--- config.mk ---
export PLATFORM = sky130hd
export DESIGN_NAME = control_unit
export DESIGN_NICKNAME = d
export VERILOG_FILES = /design/src/rtl/cpu_pkg.sv /design/src/rtl/ir_decode.sv /design/src/rtl/control_unit.sv
export SDC_FILE = /design/constraint.sdc
export NUM_CORES = 1
export LEC_CHECK = 0
export ABC_AREA = 1
export CELL_PAD_IN_SITES_DETAIL_PLACEMENT = 1
export CELL_PAD_IN_SITES_GLOBAL_PLACEMENT = 1
export CORE_ASPECT_RATIO = 0.8
export CORE_UTILIZATION = 30
export DETAILED_ROUTE_END_ITERATION = 10
export PLACE_DENSITY = 0.87
export SLEW_MARGIN = 10
export SYNTH_ARGS = -nofsm -noshare
export SYNTH_HDL_FRONTEND = slang
export SYNTH_SLANG_ARGS = --single-unit
--- constraint.sdc ---
create_clock -name clk -period 2.08 [get_ports clk]
set_input_delay 0.416 -clock clk [delete_from_list [all_inputs] [get_ports clk]]
set_output_delay 0.416 -clock clk [all_outputs]
set_load 0.1 [all_outputs]
--- src/rtl/cpu_pkg.sv ---
// Shared definitions for the control unit: opcode constants, FSM state
// encoding, the bus_sel code that selects the immediate, and ALU op codes.
package cpu_pkg;

  // Opcodes live in ir[15:12].
  localparam logic [3:0] OP_MV  = 4'h0;
  localparam logic [3:0] OP_MVI = 4'h1;
  localparam logic [3:0] OP_ADD = 4'h2;
  localparam logic [3:0] OP_SUB = 4'h3;
  localparam logic [3:0] OP_AND = 4'h4;

  // bus_sel 0-7 picks R0-R7; this code picks imm_val.
  localparam logic [3:0] BUS_IMM = 4'd8;

  localparam logic [1:0] ALU_ADD = 2'b00;
  localparam logic [1:0] ALU_SUB = 2'b01;
  localparam logic [1:0] ALU_AND = 2'b10;

  typedef enum logic [1:0] {
    S_IDLE = 2'd0,
    S_T1   = 2'd1,
    S_T2   = 2'd2,
    S_T3   = 2'd3
  } state_t;

  // True for the three-step ALU instructions (T1 -> T2 -> T3).
  function automatic logic is_alu(input logic [3:0] op);
    return (op == OP_ADD) || (op == OP_SUB) || (op == OP_AND);
  endfunction

  function automatic logic [1:0] alu_code(input logic [3:0] op);
    case (op)
      OP_SUB:  return ALU_SUB;
      OP_AND:  return ALU_AND;
      default: return ALU_ADD;
    endcase
  endfunction

endpackage

--- src/rtl/ir_decode.sv ---
// Combinational decode of the registered instruction word and the current
// FSM state into datapath control signals (Moore outputs).
// Ports:
//   state     - current FSM state
//   ir        - registered instruction word
//   bus_sel   - bus mux select (0-7 registers, 8 immediate)
//   reg_en    - one-hot write enable for rx
//   wb_src    - write-back source (0 bus, 1 G)
//   a_en/g_en - ALU operand / result register loads
//   alu_op    - ALU operation
//   busy/done/illegal - status
//   alu_instr - opcode needs the T2/T3 steps (used by the FSM)
module ir_decode
  import cpu_pkg::*;
#(
  parameter int NREGS = 8
) (
  input  state_t           state,
  input  logic [15:0]      ir,
  output logic [3:0]       bus_sel,
  output logic [NREGS-1:0] reg_en,
  output logic             wb_src,
  output logic             a_en,
  output logic             g_en,
  output logic [1:0]       alu_op,
  output logic             busy,
  output logic             done,
  output logic             illegal,
  output logic             alu_instr
);

  logic [3:0]       op;
  logic [2:0]       rx;
  logic [2:0]       ry;
  logic [NREGS-1:0] rx_onehot;

  assign op = ir[15:12];
  assign rx = ir[11:9];
  assign ry = ir[8:6];

  // Register indices beyond NREGS shift out and produce no enable.
  assign rx_onehot = NREGS'(1) << rx;
  assign alu_instr = is_alu(op);

  always_comb begin
    bus_sel = 4'd0;
    reg_en  = '0;
    wb_src  = 1'b0;
    a_en    = 1'b0;
    g_en    = 1'b0;
    alu_op  = ALU_ADD;
    done    = 1'b0;
    illegal = 1'b0;
    busy    = (state != S_IDLE);

    case (state)
      S_T1: begin
        case (op)
          OP_MV: begin
            bus_sel = {1'b0, ry};
            reg_en  = rx_onehot;
            done    = 1'b1;
          end
          OP_MVI: begin
            bus_sel = BUS_IMM;
            reg_en  = rx_onehot;
            done    = 1'b1;
          end
          OP_ADD, OP_SUB, OP_AND: begin
            bus_sel = {1'b0, rx};
            a_en    = 1'b1;
          end
          default: begin
            // Unknown opcode retires immediately with no enables.
            done    = 1'b1;
            illegal = 1'b1;
          end
        endcase
      end
      S_T2: begin
        if (alu_instr) begin
          bus_sel = {1'b0, ry};
          g_en    = 1'b1;
          alu_op  = alu_code(op);
        end
      end
      S_T3: begin
        if (alu_instr) begin
          wb_src = 1'b1;
          reg_en = rx_onehot;
          done   = 1'b1;
        end
      end
      default: ;
    endcase
  end

endmodule

--- src/rtl/control_unit.sv ---
// Multi-cycle control unit for a small register/ALU datapath. Holds the
// instruction register, the four-state sequencer and a retired-instruction
// counter; control outputs are decoded from state and IR by ir_decode.
//
// Handshake: run acts as a valid strobe and busy as the inverse of ready.
// An instruction on ir_in is accepted only at a clock edge where the unit
// is in IDLE (busy=0) and run=1; run and ir_in are ignored while busy=1.
//
// Ports:
//   clk, rst_n   - clock, synchronous active-low reset
//   run, ir_in   - start request and instruction word
//   bus_sel, imm_val, reg_en, wb_src, a_en, g_en, alu_op - datapath controls
//   busy, done, illegal - status; done pulses once per retired instruction
//   instr_count  - retired instruction count (wraps at 16 bits)
//   dbg_state    - current sequencer state
module control_unit
  import cpu_pkg::*;
#(
  parameter int DATA_W = 16,
  parameter int NREGS  = 8
) (
  input  logic              clk,
  input  logic              rst_n,
  input  logic              run,
  input  logic [15:0]       ir_in,
  output logic [3:0]        bus_sel,
  output logic [DATA_W-1:0] imm_val,
  output logic [NREGS-1:0]  reg_en,
  output logic              wb_src,
  output logic              a_en,
  output logic              g_en,
  output logic [1:0]        alu_op,
  output logic              busy,
  output logic              done,
  output logic              illegal,
  output logic [15:0]       instr_count,
  output state_t            dbg_state
);

  state_t      state;
  logic [15:0] ir;
  logic        alu_instr;

  assign dbg_state = state;
  assign imm_val   = DATA_W'(ir[7:0]);

  ir_decode #(.NREGS(NREGS)) u_decode (
    .state     (state),
    .ir        (ir),
    .bus_sel   (bus_sel),
    .reg_en    (reg_en),
    .wb_src    (wb_src),
    .a_en      (a_en),
    .g_en      (g_en),
    .alu_op    (alu_op),
    .busy      (busy),
    .done      (done),
    .illegal   (illegal),
    .alu_instr (alu_instr)
  );

  always_ff @(posedge clk) begin
    if (!rst_n) begin
      state <= S_IDLE;
      ir    <= '0;
    end else begin
      case (state)
        S_IDLE: begin
          if (run) begin
            ir    <= ir_in;
            state <= S_T1;
          end
        end
        S_T1:    state <= alu_instr ? S_T2 : S_IDLE;
        S_T2:    state <= S_T3;
        S_T3:    state <= S_IDLE;
        default: state <= S_IDLE;
      endcase
    end
  end

  // Counts every done cycle, illegal instructions included; wraps naturally.
  always_ff @(posedge clk) begin
    if (!rst_n) begin
      instr_count <= '0;
    end else if (done) begin
      instr_count <= instr_count + 16'd1;
    end
  end

endmodule
==> results of run 1 <==
[flip-flops by register name (all words and copies together) (netlist names), named ones only]
| signal | count |
|---|---|
| instr_count | 16 |
| ir | 16 |
| dbg_state | 1 |
[layout by cell type, fill, tap and decap left out, drive strengths merged]
cell and instances:
nor2 66, buf 62, nand2 54, dfxtp 34, inv 26, nand3 25
a21oi 22, o21ai 20, clkdlybuf4s50 18, conb 8, clkbuf 6, ha 6
nand3b 3, nor3 3, or2 2, xnor2 1, xor2 1, a211oi 1
clkinvlp 1, clkinv 1
[cells by family (layout without fill, tap and decap cells)]
| logic type | count (synthesis) | in the layout | share of synthesized area |
|---|---|---|---|
| simple gates | 153 | 153 | 0.343 |
| buf+inv | 52 | 114 | 0.141 |
| compound gates | 43 | 43 | 0.113 |
| flops | 34 | 34 | 0.353 |
| fa+ha+maj | 6 | 6 | 0.0390 |
| xor+xnor | 2 | 2 | 0.00909 |
| other cells | 1 | 8 | 0.00195 |
[metal layers]
layer / share of wire / routed length (microns) / GRT usage / vias up
li1: - / - / - / 1027
met1: 0.43 / 2880 / 0.242 / 1016
met2: 0.51 / 3380 / 0.371 / 51
met3: 0.038 / 253 / 0.0373 / 11
met4: 0.017 / 110 / 0.0758 / 0
met5: 0 / 0 / 0 / -
[stage by stage]
stage | TNS [ps] | util | area, sq um | setup WS [ps] | total power [mW]
floorplan | -3940 | - | 2120 | -444 | 1.85
global placement | 0 | 0.482 | 2910 | 90.7 | 2.13
detailed placement | 0 | 0.482 | 2910 | 32.9 | 2.18
CTS | -1590 | 0.506 | 3050 | -181 | 2.75
global route | -1980 | 0.514 | 3100 | -239 | 2.91
finish | -1050 | 0.514 | 3100 | -156 | 2.79
[critical path: cells and delay by family, from the launching register on]
kind	cells	cell delay [ps]
compound gates	1	180
simple gates	6	610
flops	1	360
buf+inv	3	380
[path summary, 6_finish.rpt]
path	start	end	slack [ps]	cells after the start
worst max-delay path	ir[14]$_SDFFE_PN0P_	bus_sel[1]	-160	10
worst min-delay path	ir[2]$_SDFFE_PN0P_	ir[2]$_SDFFE_PN0P_	490	2
worst max register to register	flop	instr_count[0]$_SDFFE_PN0P_	410	9
worst min register to register	ir[2]$_SDFFE_PN0P_	ir[2]$_SDFFE_PN0P_	490	2
[cell type report]
class | instances | area [sq um]
clock buffers | 6 | 82.6
repair buffers | 80 | 916
well taps | 81 | 101
inverters | 26 | 97.6
fillers | 737 | 2930
multi-input cells | 212 | 1200
flip-flops and latches | 34 | 698
clock inverters | 2 | 12.5
[where the power goes]
part           switching, mW  internal (mW)
clock network          0.277          0.267
logic                   1.02          0.410
registers             0.0853          0.730
total                   1.39           1.41
[what timing repair did]
item	4_1_cts	5_1_grt
resized for setup	7	8
pin swaps	9	7
hold endpoints to repair	0	0
setup endpoints to repair	12	13
buffers inserted	3	3
==> impl_results.md, run 1 <==
* Layout Nets at 384
* RSZ-0062 raised after global routing: true
* Largest net degree at the start of global routing at 19
* Min Hold Slack at 495 ps
* Hold Fails Final Rpt at 0
* Initial antenna violation count at 0
* Commonest cells post-synth: nor2_1 (63), nand2_1 (49), dfxtp_1 (34)
* Die area at 6750 sq um
* Leak at 1.30 nW
* Clock skew at 3.69 ps
* FF+latch count, synth at 34
* Power density cells at 900 nW/um^2
* DRC at 0
* Starting Density at 0.319
* HP Class: reg2reg
* Clock Pin Slew Worst Setup and Hold Paths at 70 ps
* Total CTS buffers at 5
* Vias/cell at 4.77
* Top post-synthesis cells by area: dfxtp_1 (35%), nor2_1 (12%), nand2_1 (9.5%)
* Fin crit period at 2240 ps
* Synth Cell Area at 1930 sq um
* Initial DRC count at 72
* Synth unique cells at 26
* Top-area cell type share of the netlist area at 0.353
* Die Width at 91.6 microns
* Kind of critical path: reg2out
* Cell Chain, Critical Path: inv_2 -> nor2_2 -> nand2_2 -> nand2_4 -> buf_4 -> nand2_1 -> nand2_1 -> nand2_1 -> a21oi_4 -> buf_12
* Worst setup SP type: flop
* Outcome: complete, but fails checks
* Sequential fraction of the synthesis area at 0.353
* GPL Wtd Cong at 0.799
* Avg Inst Size Synth at 6.62 sq um
* Antenna Nets Post-Route at 0
* # port buffers at 64
* Period Utilization, post-route at 1.08
* All-layer global routing usage at 0.204
* Violated checks: setup timing
* # placed instances at 427
* Ys async rst share at 0
* Hold buffer count at CTS at 0
* CTS sink count at 34
* DRT Pass-1 Iters at 4
* Fin cells at 441
* Top-count cell post-synth: nor2_1
* Per-cell routed wire length at 15.0 microns
* CP Max Fanout at 3
* Area leader, netlist: dfxtp_1
* CP peak stage delay at 360 ps
* Fmax at 447 MHz
* Critical Path AT at 1820 ps
* Area grow syn2layout at 61.1%
* DP Wirelength at 4950 microns
* Row Count at 25
* CTS max path bufs at 2
* Crit path max-delay cell type: dfxtp_2
* Top FF cell, synth: dfxtp_1
* DR vias at 2105
* Vias in the first global route at 2144
* IR drop worst, VDD at 435 uV
* Die height at 73.7 microns
* I/O pin cnt at 73
* YS warnings at 0
* H-tree Lvls at 2
* Final worst slack at -156 ps
* CP endpoint kind: output port
* Diode count at 0
* Slew Viols, Final at 0
* Root Buffer: clkbuf_8
* Ratio of cells with drive above 1 in the final layout at 0.319
* Clk_lat worst skew at 300 ps
* CP most frequent cell: nand2_1
* Clock tree from TritonCTS: built
* Crit path required time at 1660 ps
* Final setup vio count at 12
* GR Overflow Total at 0
* Number of enable flip-flop cells after synthesis at 0
* DRT Wirelength at 6630 microns
* Post-Syn Instances at 291
* Core Area at 6040 sq um
* First-pass GRT wire length at 10700 microns
* Max Cap Viol at 0
(Power assumes the default switching activity.)
==> run 2: changes to the inputs <==
==> constraint.sdc (replaced) <==
create_clock -name clk -period 2.08 [get_ports clk]
set_input_delay 0.208 -clock clk [delete_from_list [all_inputs] [get_ports clk]]
set_output_delay 0.208 -clock clk [all_outputs]
set_load 0.1 [all_outputs]
==> run 2 against run 1 <==
Against the previous run:
- the run now ends clean
- flip-flop and latch count unchanged
- die area unchanged
- worst hold slack worse by 4.7 ps
- global-route usage is 1.2 points lower
- sequential power barely moved
- clock-buffer cell count down 1
- sequential share of layout area grew 0.73 points
- critical path depth down 2
- routed wire length shrank 7.9%
- critical path type unchanged
==> impl_results.md, run 2 (same netlist as run 1, synthesis figures left out) <==
* Slew @ Worst Pin at 585 ps
* Hold Crit Endpoint: ir[14]$_SDFFE_PN0P_
* CTS max path bufs at 2
* Overall Power at 2.65 mW
* DR vias at 2008
* Most common cell after layout, fill and taps aside: nor2_1
* Kind of critical path: reg2out
* R2R Path End: instr_count[12]$_SDFFE_PN0P_
* Vias in the first global route at 2093
* # port buffers at 64
* Area grow syn2layout at 55.8%
* Fill cell count at 726
* Hold Fails Final Rpt at 0
* GR Overflow Total at 0
* Initial antenna violation count at 0
* Max Cap Viol at 0
* Final Instance Area at 3000 sq um
* First-pass GRT wire length at 10100 microns
* Diode count at 0
* Total CTS buffers at 5
* DP Wirelength at 4630 microns
* R2r worst-path depth at 8
* Final setup vio count at 0
* Placement Cell Area at 2840 sq um
* NetSw at 1.33 mW
* Min-Delay Path Depth at 2
* Antenna Nets Post-Route at 0
* R2R setup slack at 430 ps
* Combinational share of power at 0.516
* All-layer global routing usage at 0.192
* Critical Path AT at 1820 ps
* Fin cells at 432
* Worst slew margin relative to its limit at 0.609
* Largest net degree at the start of global routing at 30
* Starting Density at 0.319
* Slew Viols, Final at 0
* Switching share of power at 0.502
* DRC at 0
* Clock Pin Slew Worst Setup and Hold Paths at 70 ps
* Die Width at 91.6 microns
* Die area at 6750 sq um
* Clk_lat worst skew at 290 ps
* Initial DRC count at 56
* CP endpoint kind: output port
* Period Utilization, post-route at 0.974
* Critical R2R Launch: instr_count[0]$_SDFFE_PN0P_
* CTS sink count at 34
* Row Count at 25
* Outcome: complete, no violations
* Clock Power Share at 0.177
* Crit path required time at 1870 ps
* Ratio of cells with drive above 1 in the final layout at 0.299
* Worst setup SP type: flop
* Root Buffer: clkbuf_8
* # placed instances at 421
* Fmax at 493 MHz
* H-tree Lvls at 2
* Fin crit period at 2030 ps
* IR drop worst, VDD at 469 uV
* GPL Wtd Cong at 0.759
* Core Area at 6040 sq um
* I/O pin cnt at 73
* Layout Nets at 376
* Per-cell routed wire length at 14.1 microns
* Clock tree from TritonCTS: built
* CP Max Fanout at 4
* DRT Pass-1 Iters at 4
* Die height at 73.7 microns
* Seq pwr share at 0.307
* DRT Wirelength at 6100 microns
* Leak at 1.27 nW
* HP Class: reg2reg
* Min Hold Slack at 490 ps
* Final worst slack at 53.5 ps
* Hold Crit Start: ir[14]$_SDFFE_PN0P_
* Clock skew at 6.70 ps
* Commonest non-fill, non-tap cells in the layout: nor2_1 (52), nand2_1 (46), buf_4 (33)
* RSZ-0062 raised after global routing: true
* Vias/cell at 4.65
* Place WS at 0.268 ps
* Cell Int Power at 1.32 mW
* Power density cells at 882 nW/um^2
-- run 2: cell types whose count changed in the layout (fill, tap and decap cells not counted), moves of 2 or more --
cell and delta:
nor2_2 +2, buf_4 -6, nor2_4 -2, nand2_4 +3
nand2_2 -2
-- run 2: area by class of cell --
type	instances	area, sq um	area share
Sequential cell	34	697	0.232
Multi-Input combinational cell	212	1190	0.396
Clock buffer	5	68.8	0.0229
Clock inverter	2	10.0	0.00333
Timing Repair Buffer	72	840	0.280
Tap cell	81	101	0.0338
Inverter	26	97.6	0.0325
-- run 2: worst max-delay path by stage --
stage / from / endpoint / slack, ps / depth (start not counted)
detailed placement: flop / reg_en[0] / 0.3 / 7
CTS: ir[14]$_SDFFE_PN0P_ / reg_en[0] / 5 / 8
global route: ir[15]$_SDFFE_PN0P_ / reg_en[2] / -10 / 9
floorplan: flop / bus_sel[0] / -240 / 5
finish: ir[15]$_SDFFE_PN0P_ / reg_en[0] / 50 / 8
global placement: flop / reg_en[0] / 100 / 7
-- run 2: per-layer routing --
layer / track usage / vias to the layer above / wire, microns
met1: 0.225 / 944 / 2740
met2: 0.347 / 38 / 3110
met5: 0 / - / 0
li1: - / 1020 / -
met3: 0.0414 / 6 / 175
met4: 0.0741 / 0 / 76
-- run 2: repair_timing --
action | in CTS | in global routing
hold buffers | 0 | 0
setup endpoints to repair | 9 | 4
buffers inserted | 2 | 2
pin swaps | 4 | 6
gates resized for setup | 11 | 4
-- run 2: metrics by stage --
stage / utilization / TNS [ps]
after global routing: 0.497 / -34.0
final: 0.497 / 0
after CTS: 0.493 / 0
after floorplan: - / -1360
after detailed placement: 0.470 / 0
after global placement: 0.470 / 0
-- run 2: critical path, cell delays in order, from the launching register on --
cell      delay [ps]
dfxtp_4          360
nor2_4           140
inv_2             50
or2_4            250
o21ai_4          170
nand3b_1         120
buf_6            150
nor2_4           110
buf_12           180
-- run 2: power groups by stage --
stage,sequential [mW],combinational (mW),clock (mW)
CTS,0.811,1.35,0.483
global placement,0.812,1.27,0
global route,0.823,1.44,0.509
detailed placement,0.819,1.30,0
finish,0.813,1.37,0.469
floorplan,0.935,0.906,0
==> run 3: changes to the inputs <==
Settings changed: CTS_CLUSTER_SIZE set to 40, RECOVER_POWER set to 50.
==> run 3 against run 2 <==
Against the previous run:
- critical path depth unchanged
- clock-buffer cell count unchanged
- worst hold slack about the same
- cell area down 2.8%
- flip-flop and latch count unchanged
- routed wire length down 0.18%
- worst setup slack better by 3.5 ps
- register-to-register slack worse by 60 ps
- critical endpoint unchanged
- largest power group unchanged
==> impl_results.md, run 3 (same netlist as run 1, synthesis figures left out) <==
* Die area at 6750 sq um
* Area of the multi-input gates at 1190 sq um
* Sequential Area at 697 sq um
* Final setup vio count at 0
* Switching share of power at 0.509
* Layout Nets at 376
* Row Count at 25
* H-tree Lvls at 2
* Slew @ Worst Pin at 1180 ps
* Crit path to: reg_en[0]
* Hold Fails Final Rpt at 0
* DR vias at 2017
* CP Max Fanout at 4
* IR drop worst, VDD at 455 uV
* Total CTS buffers at 5
* HP Class: reg2reg
* All-layer global routing usage at 0.192
* Fin cells at 432
* RSZ-0062 raised after global routing: true
* Combinational share of power at 0.509
* DP Wirelength at 4630 microns
* # port buffers at 64
* Critical Path AT at 1820 ps
* Leak at 1.21 nW
* Root Buffer: clkbuf_8
* Period Utilization, post-route at 0.973
* Critical R2R Launch: dbg_state[0]$_SDFFE_PN0P_
* Commonest non-fill, non-tap cells in the layout: nor2_1 (52), nand2_1 (46), dfxtp_1 (27)
* Outcome: complete, no violations
* Overall Power at 2.61 mW
* Final worst slack at 57.0 ps
* Kind of critical path: reg2out
* Die height at 73.7 microns
* Place WS at 0.268 ps
* Crit path required time at 1870 ps
* Power density cells at 894 nW/um^2
* Starting Density at 0.319
* Clock Pin Slew Worst Setup and Hold Paths at 70 ps
* Area grow syn2layout at 51.5%
* GPL Wtd Cong at 0.759
* R2R setup slack at 370 ps
* Fin crit period at 2020 ps
* Largest net degree at the start of global routing at 30
* Vias/cell at 4.67
* First-pass GRT wire length at 10100 microns
* Cell Int Power at 1.28 mW
* Worst setup SP type: flop
* Clk_lat worst skew at 290 ps
* Initial DRC count at 54
* CTS sink count at 34
* Fill cell count at 731
* Core Area at 6040 sq um
* Vias in the first global route at 2093
* DRT Pass-1 Iters at 4
* Max Cap Viol at 0
* # placed instances at 421
* CP startpoint: ir[15]$_SDFFE_PN0P_
* Most common cell after layout, fill and taps aside: nor2_1
* Diode count at 0
* Clock Power Share at 0.180
* NetSw at 1.33 mW
* I/O pin cnt at 73
* GR Overflow Total at 0
* R2R Path End: ir[14]$_SDFFE_PN0P_
* Worst slew margin relative to its limit at 0.219
* Die Width at 91.6 microns
* Clock tree from TritonCTS: built
* CP endpoint kind: output port
* R2r worst-path depth at 6
* Per-cell routed wire length at 14.1 microns
* Min Hold Slack at 490 ps
* Slew Viols, Final at 0
* DRT Wirelength at 6090 microns
* Initial antenna violation count at 0
* Ratio of cells with drive above 1 in the final layout at 0.265
* Seq pwr share at 0.311
* DRC at 0
* CTS max path bufs at 2
* Placement Cell Area at 2840 sq um
* Antenna Nets Post-Route at 0
* Final Instance Area at 2920 sq um
* Fmax at 494 MHz
* Clock skew at 6.21 ps
run 3: layout make-up:
class / instances / area share
multi-input cells: 212 / 0.407
repair buffers: 72 / 0.259
flip-flops and latches: 34 / 0.239
well taps: 81 / 0.0347
inverters: 26 / 0.0334
clock buffers: 5 / 0.0236
clock inverters: 2 / 0.00343
run 3: power groups by stage:
stage                     sequential [mW]  combinational, mW  clock [mW]
after floorplan                     0.935              0.906           0
after global placement              0.812               1.27           0
after detailed placement            0.819               1.30           0
after CTS                           0.811               1.35       0.483
after global routing                0.822               1.40       0.509
final                               0.812               1.33       0.469
run 3: per-stage QoR:
step,utilization,setup TNS [ps]
after global routing,0.484,-34.0
final,0.484,0
after floorplan,-,-1360
after detailed placement,0.470,0
after CTS,0.493,0
after global placement,0.470,0
run 3: how the worst min path moves through the flow:
stage	startpoint	to	slack, ps	cells past startpoint
CTS	ir[14]$_SDFFE_PN0P_	ir[14]$_SDFFE_PN0P_	490	2
global placement	ir[1]$_SDFFE_PN0P_	ir[1]$_SDFFE_PN0P_	470	2
detailed placement	ir[3]$_SDFFE_PN0P_	ir[3]$_SDFFE_PN0P_	490	2
finish	ir[14]$_SDFFE_PN0P_	ir[14]$_SDFFE_PN0P_	490	2
global route	ir[14]$_SDFFE_PN0P_	ir[14]$_SDFFE_PN0P_	510	2
floorplan	ir_in[0]	ir[0]$_SDFFE_PN0P_	370	2
run 3: routing by layer:
layer  track usage  wire length (microns)  vias to the layer above
met5             0                      0                        -
li1              -                      -                     1016
met1         0.225                   2720                      957
met2         0.347                   3120                       38
met3        0.0414                    178                        6
met4        0.0741                     76                        0
run 3: worst max-delay path: stages (launching register included):
cell and delay, ps:
dfxtp_4 360, nor2_4 140, inv_2 50, or2_4 250, o21ai_4 170, nand3b_1 120
buf_6 150, nor2_4 110, buf_12 180
run 3: what timing repair did:
item	CTS	global route
hold buffers	0	0
resized for setup	11	4
pin swaps	4	6
endpoints found under the setup margin	9	4
setup buffers	2	2
